`src/rtl/fifo_uart_tx_pkg.sv`:
```
// -----------------------------------------------------------------------------
// fifo_uart_tx_pkg
//   Shared types and constants for the FIFO-draining UART transmitter.
//   state_t   : transmitter FSM states (PARITY is used only when the parity
//               feature is built in with FIFO_UART_TX_PARITY_EN)
//   UART_BITS : data bits per frame
//   START_BIT : line level during the start bit
//   STOP_BIT  : line level during the stop bit and while idle
// -----------------------------------------------------------------------------
package fifo_uart_tx_pkg;

    typedef enum logic [2:0] {
        IDLE   = 3'd0,
        START  = 3'd1,
        DATA   = 3'd2,
        PARITY = 3'd3,
        STOP   = 3'd4
    } state_t;

    localparam int   UART_BITS = 8;
    localparam logic START_BIT = 1'b0;
    localparam logic STOP_BIT  = 1'b1;

endpackage

```
`src/rtl/fifo_uart_baud_gen.sv`:
```
// -----------------------------------------------------------------------------
// fifo_uart_baud_gen
//   Bit-time counter for the UART transmitter. Counts 0..CLK_DIV-1 and wraps,
//   so one bit period is exactly CLK_DIV clocks.
//   Parameters: CLK_DIV - clk cycles per UART bit (>= 2)
//   Ports:
//     clk      in  clock
//     rst_n    in  asynchronous active-low reset
//     clear    in  pulse on the cycle before a state entry; reloads the count
//                  to 0 so the new state starts a full bit period
//     bit_done out high on the last cycle of a bit period (count == CLK_DIV-1)
// -----------------------------------------------------------------------------
module fifo_uart_baud_gen #(
    parameter int CLK_DIV = 868
) (
    input  logic clk,
    input  logic rst_n,
    input  logic clear,
    output logic bit_done
);

    localparam int            CW       = $clog2(CLK_DIV);
    localparam logic [CW-1:0] LAST_CNT = CW'(CLK_DIV - 1);

    logic [CW-1:0] r_cnt;

    assign bit_done = (r_cnt == LAST_CNT);

    // NOTE: sequential state is updated with non-blocking assignments so every
    // flop samples pre-edge values, independent of process ordering.
    always_ff @(posedge clk or negedge rst_n) begin
        if (!rst_n) begin
            r_cnt <= '0;
        end else if (clear || bit_done) begin
            r_cnt <= '0;
        end else begin
            r_cnt <= r_cnt + CW'(1);
        end
    end

endmodule

```
`src/rtl/fifo_uart_tx.sv`:
```
// -----------------------------------------------------------------------------
// fifo_uart_tx
//   Pops words from a first-word-fall-through FIFO read port and sends each
//   word as DATA_WIDTH/8 UART frames, least-significant byte first, LSB first
//   within a byte. Frames are 8N1, or 8 data + parity + 1 stop when the
//   FIFO_UART_TX_PARITY_EN macro is defined (PARITY_ODD selects odd parity).
//   Parameters: DATA_WIDTH (multiple of 8, 8..64), CLK_DIV (clk per bit, >= 2),
//               PARITY_ODD (1 = odd, 0 = even; parity build only)
//   Ports:
//     clk        in   clock, all logic on posedge
//     rst_n      in   asynchronous active-low reset
//     fifo_data  in   FIFO head word, valid while fifo_vld = 1
//     fifo_vld   in   FIFO head word valid
//     fifo_rd    out  pop strobe (combinational, only ever high in IDLE)
//     tx_en      in   allows a new word to start; never aborts one in flight
//     tx         out  registered UART line, idles at 1
//     busy       out  registered, high while any frame of a word is on the line
// -----------------------------------------------------------------------------
module fifo_uart_tx
    import fifo_uart_tx_pkg::*;
#(
    parameter int DATA_WIDTH = 32,
    parameter int CLK_DIV    = 868,
    parameter int PARITY_ODD = 0
) (
    input  logic                  clk,
    input  logic                  rst_n,
    input  logic [DATA_WIDTH-1:0] fifo_data,
    input  logic                  fifo_vld,
    output logic                  fifo_rd,
    input  logic                  tx_en,
    output logic                  tx,
    output logic                  busy
);

    localparam int             NB        = DATA_WIDTH / 8;
    localparam int             BCW       = (NB > 1) ? $clog2(NB) : 1;
    localparam logic [BCW-1:0] LAST_BYTE = BCW'(NB - 1);
    localparam logic [2:0]     LAST_BIT  = 3'(UART_BITS - 1);

    state_t                r_state;
    state_t                w_state_next;
    logic [DATA_WIDTH-1:0] r_sreg;
    logic [2:0]            r_bit_cnt;
    logic [BCW-1:0]        r_byte_cnt;
    logic                  r_tx;
    logic                  r_busy;
    logic                  w_tx_next;
    logic                  w_pop;
    logic                  w_bit_done;
    logic                  w_baud_clear;
    logic                  w_last_bit;
    logic                  w_last_byte;

    assign w_pop       = (r_state == IDLE) && fifo_vld && tx_en;
    assign w_last_bit  = (r_bit_cnt == LAST_BIT);
    assign w_last_byte = (r_byte_cnt == LAST_BYTE);
    // Reload the bit timer on every state change; consecutive DATA bits rely
    // on the timer's own wrap instead.
    assign w_baud_clear = (w_state_next != r_state);

    assign fifo_rd = w_pop;
    assign tx      = r_tx;
    assign busy    = r_busy;

    fifo_uart_baud_gen #(
        .CLK_DIV (CLK_DIV)
    ) u_baud_gen (
        .clk      (clk),
        .rst_n    (rst_n),
        .clear    (w_baud_clear),
        .bit_done (w_bit_done)
    );

`ifdef FIFO_UART_TX_PARITY_EN
    // Running XOR of the bits already sent; the bit currently on the line is
    // folded in combinationally so the value is complete at the DATA exit.
    logic r_parity;
    logic w_parity;

    always_ff @(posedge clk or negedge rst_n) begin
        if (!rst_n) begin
            r_parity <= 1'b0;
        end else if (r_state == START) begin
            r_parity <= 1'b0;
        end else if (r_state == DATA && w_bit_done) begin
            r_parity <= r_parity ^ r_sreg[0];
        end
    end

    assign w_parity = r_parity ^ r_sreg[0] ^ (PARITY_ODD != 0);
`else
    // Parity is not built in; PARITY_ODD has no effect.
    logic w_unused_parity_odd;
    assign w_unused_parity_odd = (PARITY_ODD != 0);
`endif

    // Next state, plus the line level for the first cycle of that state so
    // the registered tx is already correct when the state is entered.
    always_comb begin
        // NOTE: every combinational output gets a default first, so no path
        // through the case statements can infer a latch.
        w_state_next = r_state;
        w_tx_next    = STOP_BIT;

        case (r_state)
            IDLE:   if (w_pop)                    w_state_next = START;
            START:  if (w_bit_done)               w_state_next = DATA;
`ifdef FIFO_UART_TX_PARITY_EN
            DATA:   if (w_bit_done && w_last_bit) w_state_next = PARITY;
            PARITY: if (w_bit_done)               w_state_next = STOP;
`else
            DATA:   if (w_bit_done && w_last_bit) w_state_next = STOP;
`endif
            STOP:   if (w_bit_done)               w_state_next = w_last_byte ? IDLE : START;
            default:                              w_state_next = IDLE;
        endcase

        case (w_state_next)
            START: w_tx_next = START_BIT;
            // Mid-byte bit boundary: the register shifts on this edge, so the
            // next bit is the one currently at position 1.
            DATA:  w_tx_next = (r_state == DATA && w_bit_done) ? r_sreg[1] : r_sreg[0];
`ifdef FIFO_UART_TX_PARITY_EN
            PARITY: w_tx_next = w_parity;
`endif
            default: w_tx_next = STOP_BIT;
        endcase
    end

    always_ff @(posedge clk or negedge rst_n) begin
        if (!rst_n) begin
            r_state <= IDLE;
            r_tx    <= STOP_BIT;
            r_busy  <= 1'b0;
        end else begin
            r_state <= w_state_next;
            r_tx    <= w_tx_next;
            r_busy  <= (w_state_next != IDLE);
        end
    end

    // NOTE: the shift register is reset along with the counters so a word
    // aborted by reset leaves no stale data behind; it is a single register,
    // not a memory, so the reset costs nothing meaningful.
    always_ff @(posedge clk or negedge rst_n) begin
        if (!rst_n) begin
            r_sreg     <= '0;
            r_bit_cnt  <= '0;
            r_byte_cnt <= '0;
        end else if (w_pop) begin
            r_sreg     <= fifo_data;
            r_bit_cnt  <= '0;
            r_byte_cnt <= '0;
        end else if (r_state == DATA && w_bit_done) begin
            // Eight shifts per byte leave the next byte's LSB at position 0.
            r_sreg    <= r_sreg >> 1;
            r_bit_cnt <= r_bit_cnt + 3'd1;
        end else if (r_state == STOP && w_bit_done && !w_last_byte) begin
            r_byte_cnt <= r_byte_cnt + BCW'(1);
        end
    end

endmodule

```
`config.mk`:
```
export PLATFORM = sky130hd
export DESIGN_NAME = fifo_uart_tx
export DESIGN_NICKNAME = d
export VERILOG_FILES = /design/src/rtl/fifo_uart_tx_pkg.sv /design/src/rtl/fifo_uart_baud_gen.sv /design/src/rtl/fifo_uart_tx.sv
export SDC_FILE = /design/constraint.sdc
export NUM_CORES = 1
export LEC_CHECK = 0
export ABC_CLOCK_PERIOD_IN_PS = 2500
export CAP_MARGIN = 5
export CORE_ASPECT_RATIO = 1.5
export CORE_MARGIN = 5
export CORE_UTILIZATION = 40
export DETAILED_ROUTE_END_ITERATION = 8
export PLACE_DENSITY = 0.67
export SYNTH_ARGS = -nofsm -noshare
export SYNTH_HDL_FRONTEND = slang
export SYNTH_SLANG_ARGS = --single-unit
export TNS_END_PERCENT = 5
```
`constraint.sdc`:
```
create_clock -name clk -period 2.5 [get_ports clk]
set_input_delay 0.25 -clock clk [delete_from_list [all_inputs] [get_ports clk]]
set_output_delay 0.25 -clock clk [all_outputs]
set_load 0.01 [all_outputs]
```
* Word-level counts from Yosys, hierarchy flattened *
Index checks and enable logic that the tools add are counted.

operators by class
  add/subtract/negate cells = 3
  multiply operators = 0
  divide/modulo/power cells = 0
  order comparisons = 0
  eq/ne operators = 10
  shift operators = 0
  multiplexer cells = 16
  bitwise gates (word level) = 0
  reductions and logical operators = 13

operator list
  operator               count
  $mux 32                2
  $mux 3                 6
  $pmux 3 s4             1
  $add 10x1->10 const B  1
  $eq 10x10->1 const B   1
  $mux 10                1
  $eq 3x1->1 const B     2
  $eq 3x2->1 const B     2
  $eq 3x3->1 const B     2
  $logic_and 1x1->1      6
  $mux 2                 3
  $reduce_bool 2->1      2
  $add 3x1->3 const B    1
  $logic_not 3->1        1
  $ne 3x3->1             1
  $reduce_bool 3->1      1
  $add 2x1->2 const B    1
  $eq 2x2->1 const B     1
  $mux 1                 2
  $ne 2x2->1 const B     1
  $pmux 1 s2             1
  $reduce_and 2->1       1
  $logic_not 1->1        1
  $logic_or 1x1->1       1

storage, ports and cells
  register bits after elaboration = 52
  latch bits = 0
  bits in writable memories = 0
  bits in read-only memories = 0
  output and inout bits = 3
  word-level logic and storage cells = 49
  memories kept = 0

* Logic depth before layout (Yosys ltp) *
  word-level depth = 8
  mapped depth = 7
  mapped depth without buffers = 5

* Hierarchy *
A second synthesis with hierarchy kept.

second synthesis, totals
  cell total of the unflattened synthesis = 242
  area total of the unflattened synthesis = 2418.6 µm²

by module, submodules not included
  module              instances  cells each  area an instance (µm²)  seq. area each (µm²)
  fifo_uart_tx        1          190         1904.3                  1052.3
  fifo_uart_baud_gen  1          52          514.2                   250.2

* Worst setup path after synthesis *
OpenSTA, ideal clock, no wires.

  kind = register to register
  start point = reg u_baud_gen.r_cnt[0]
  end point = reg r_sreg[10]
  arrival time = 1619 ps
  required time = 2374 ps
  slack = 755 ps
  stages on the path, launching flop included = 8
  path buffers = 2
  clock period less this slack = 1745 ps
  cells stage by stage = dfrtp_1 > ha_1 > nor4b_4 > and3_2 > and2_4 > buf_6 > buf_8 > a221o_1

between the ends
  longest elaborated chain between the ends = 3

ends and longest elaborated chain
  element                      RTL line                  text
  start: declaration           fifo_uart_baud_gen.sv:25  logic [CW-1:0] r_cnt;
  start signal: assignment     fifo_uart_baud_gen.sv:37  r_cnt <= r_cnt + CW'(1);
  $eq 10x10->1                 fifo_uart_baud_gen.sv:27  assign bit_done = (r_cnt == LAST_CNT);
  $logic_and 1x1->1            fifo_uart_tx.sv:155       end else if (r_state == DATA && w_bit_done) begin
  $reduce_bool 2->1 (no line)  n/a
  end signal: assignment       fifo_uart_tx.sv:152       r_sreg <= fifo_data;
  end signal: assignment       fifo_uart_tx.sv:157       r_sreg <= r_sreg >> 1;
  end: declaration             fifo_uart_tx.sv:43        logic [DATA_WIDTH-1:0] r_sreg;

No other way between the ends.
A chain may end at the register's enable or synchronous reset.

* Final worst setup path *
  start point = reg r_state[0]
  end point = out fifo_rd

between the ends
  longest elaborated chain between the ends = 3

ends and longest elaborated chain
  element                         RTL line             text
  start: declaration              fifo_uart_tx.sv:41   state_t r_state;
  start signal: assignment        fifo_uart_tx.sv:137  r_state <= w_state_next;
  $logic_not 3->1                 fifo_uart_tx.sv:55   assign w_pop = (r_state == IDLE) && fifo_vld && tx_en;
  $logic_and 1x1->1 (2 in a row)  fifo_uart_tx.sv:55
  end: declaration                fifo_uart_tx.sv:30   output logic fifo_rd,

No other way between the ends.

==> implementation parameters <==
Parameter                              Value

Outcome
  Run status    finished clean

Global routing
  Initial antenna violation count    0
  GRT Total Usage    13.4%
  Maximum number of pins on one net before global-route repair    53
  Overflow after GRT    0
  Number of global-route vias before repair    1823
  Wire length of the first global-routing pass    8280 um

Synthesis
  Cell area after technology mapping    0.00248 mm^2
  Synthesized area per cell    11.1 um^2
  YS warnings    0
  Largest area contributor in the synthesized netlist    sky130_fd_sc_hd__dfrtp_1
  Count of state elements after synthesis    52
  Syn_nets    263
  Number of cells produced by synthesis    223
  Top cells by area, synth    sky130_fd_sc_hd__dfrtp_1 51%, sky130_fd_sc_hd__mux2i_1 6.9%, sky130_fd_sc_hd__a221o_1 6.0%
  Portion of synthesized cell area occupied by the leading cell type    51.4%
  Distinct cell type count after synthesis    37
  Part of the Yosys area used for sequential elements    52.4%

Detailed routing
  Avg Vias per Cell    5.27
  DRT antenna net count    0
  Pre-Repair DR Iteration Count    4
  Post-Route WL    4970 um
  Number of DRC markers after the initial detailed-route iteration    106
  Total via count after detailed routing    1754
  DRC viols    0
  Drt wl/cell    14.9 um

Timing
  Max frequency    442 MHz
  Fin crit period    2.26 ns
  Final cycle utilization of the critical path    90.4%
  Final hold violations    0
  Worst hold margin    0.453 ns
  Skew final    0.00955 ns
  Unrepaired setup endpoints after global routing    no
  Relative slew slack    69.8%
  Sum Neg Setup Slack    0 ns
  Final-report setup violation count    0
  Measured slew at the worst slew-check pin    0.453 ns
  Final Slew Violations    0

Cells and area
  P&R area growth vs syn    20.9%
  Multi-input gate area in the final layout    0.00104 mm^2
  Number of nets in the finished design    298
  Post-layout util    49.3%
  Final antenna diode count    0
  Most frequent cells in the layout    51 x sky130_fd_sc_hd__dfrtp_1, 37 x sky130_fd_sc_hd__clkdlybuf4s50_1, 20 x sky130_fd_sc_hd__nand2_1, 19 x sky130_fd_sc_hd__o21ai_0
  Leading cell type in the layout, fill and taps excluded    sky130_fd_sc_hd__dfrtp_1
  Share of layout cells above drive strength 1    8.11%
  Layout filler cell count    568
  Sequential cell area    0.00130 mm^2

Critical path
  Setup crit end kind    output port
  Kind of critical path    flip-flop to output port
  FF-to-FF path depth    6
  Worst EP arrival    2.01 ns
  Endpoint required time on the critical path    2.25 ns
  Crit-path max FO    8
  Type of origin of the critical path    flip-flop

CTS
  Later-pin clock latency in the skew report    0.30 ns
  Number of gates given a new drive strength after cts    0
  Clock root buffer    sky130_fd_sc_hd__clkbuf_8
  Post CTS Setup Buffer Count    0
  TritonCTS clock tree    yes
  Clock buffers created by TritonCTS    5
  Number of sinks driven by the clock tree    52
  Clk slew on worst S/H paths    0.10 ns
  Buffer levels on the longest clock path    2
  Number of hold buffers added after CTS    1
  Maximum level of the CTS H-tree    2

Placed design
  HPWL Detailed    3310 um
  Final estimated routing congestion in global placement    0.767
  Number of buffers inserted by port buffering    38

Power
  Leakage Power    0.00140 uW
  IR drop worst, VDD    0.345 mV
  Pwr/cell area    523 mW/mm^2

Floorplanning
  Initial Util    40.8%
  Die outline width    74.3 um
  Placeable core region    0.00609 mm^2
  Height of the die    107 um
  Die Outline Area    0.00792 mm^2
  Num rows    35
  I/O pin total    39

Job
  Max-cap violation count    0

Worst hold path
  Worst Hold Class    input pin to asynchronous set/reset pin
sequential cells by signal (all words and copies together) (netlist names):
register	cells
r_sreg	32
r_byte_cnt	2
tx	1
u_baud_gen.r_cnt	10
r_bit_cnt	3
r_state	3
busy	1
layer usage:
layer / part of all wire [%] / up-vias / GRT usage [%]
met5: 0 / - / 0
met4: 1.0 / 0 / 4.20
met3: 3.3 / 4 / 2.74
met2: 52 / 19 / 23.0
met1: 44 / 859 / 16.4
li1: - / 872 / -
worst max-delay path, stage by stage, from the launching register on:
cell and delay (ns):
sky130_fd_sc_hd__dfrtp_1 0.47, sky130_fd_sc_hd__nand3b_1 0.21, sky130_fd_sc_hd__or3_1 0.37, sky130_fd_sc_hd__inv_1 0.12, sky130_fd_sc_hd__clkdlybuf4s50_1 0.55
layout make-up:
class	instances	share of cell area, %
multi-input cells	150	34.5
repair buffers	44	14.5
well taps	74	3.08
clock buffers	5	2.29
inverters	5	0.625
clock inverters	3	1.58
flip-flops and latches	52	43.4
through the flow:
step	instance area, um^2	cells	total power (uW)	setup slack, ns
6_report	3000	333	1570	0.240
3_3_place_gp	2880	324	1010	0.386
5_1_grt	3000	333	1640	0.190
2_1_floorplan	2480	223	922	0.755
3_5_place_dp	2880	324	1010	0.381
4_1_cts	3000	333	1600	0.206
path summary, 6_finish.rpt:
| path | start | to | slack, ns |
|---|---|---|---|
| max in group asynchronous | rst_n | tx | 1.76 |
| setup reg to reg | u_baud_gen.r_cnt[0] | r_sreg[27] | 0.52 |
| hold reg to reg | u_baud_gen.r_cnt[0] | u_baud_gen.r_cnt[0] | 0.48 |
| hold / removal | rst_n | r_sreg[13] | 0.45 |
| setup / recovery | r_state[0] | fifo_rd | 0.24 |
| min in group clk | fifo_data[31] | r_sreg[31] | 0.48 |
synthesized netlist by cell type, drive strengths merged:
cell,number
a21oi,3
a221o,15
and2,3
and3,18
and3b,1
and4,1
buf,14
clkbuf,2
dfrtp,51
dfstp,1
ha,4
inv,5
mux2,1
mux2i,17
nand2,20
nand3,9
nand3b,1
nand4,5
nor2,14
nor3b,1
nor4b,2
o211ai,1
o21ai,20
o2bb2ai,1
o31a,1
o41ai,1
or3,2
xnor2,2
xor2,7
kinds of logic (layout without fill, tap and decap cells):
| family | after synthesis | count (layout) | synth area share, % |
|---|---|---|---|
| AND/OR/NAND/NOR | 77 | 77 | 17.2 |
| flip-flops | 52 | 52 | 52.4 |
| AO/OA/AOI/OAI | 42 | 42 | 12.0 |
| XOR/XNOR | 9 | 9 | 3.17 |
| multiplexers | 18 | 18 | 7.30 |
| adder cells (fa/ha/maj) | 4 | 4 | 2.02 |
| buffers and inverters | 21 | 57 | 5.79 |
report_power, final:
| part | internal, uW | switching [uW] |
|---|---|---|
| Sequential | 866 | 13.6 |
| Clock | 302 | 279 |
| Combinational | 72.1 | 38.8 |
No activity file was read; power rests on OpenSTA's default activity.
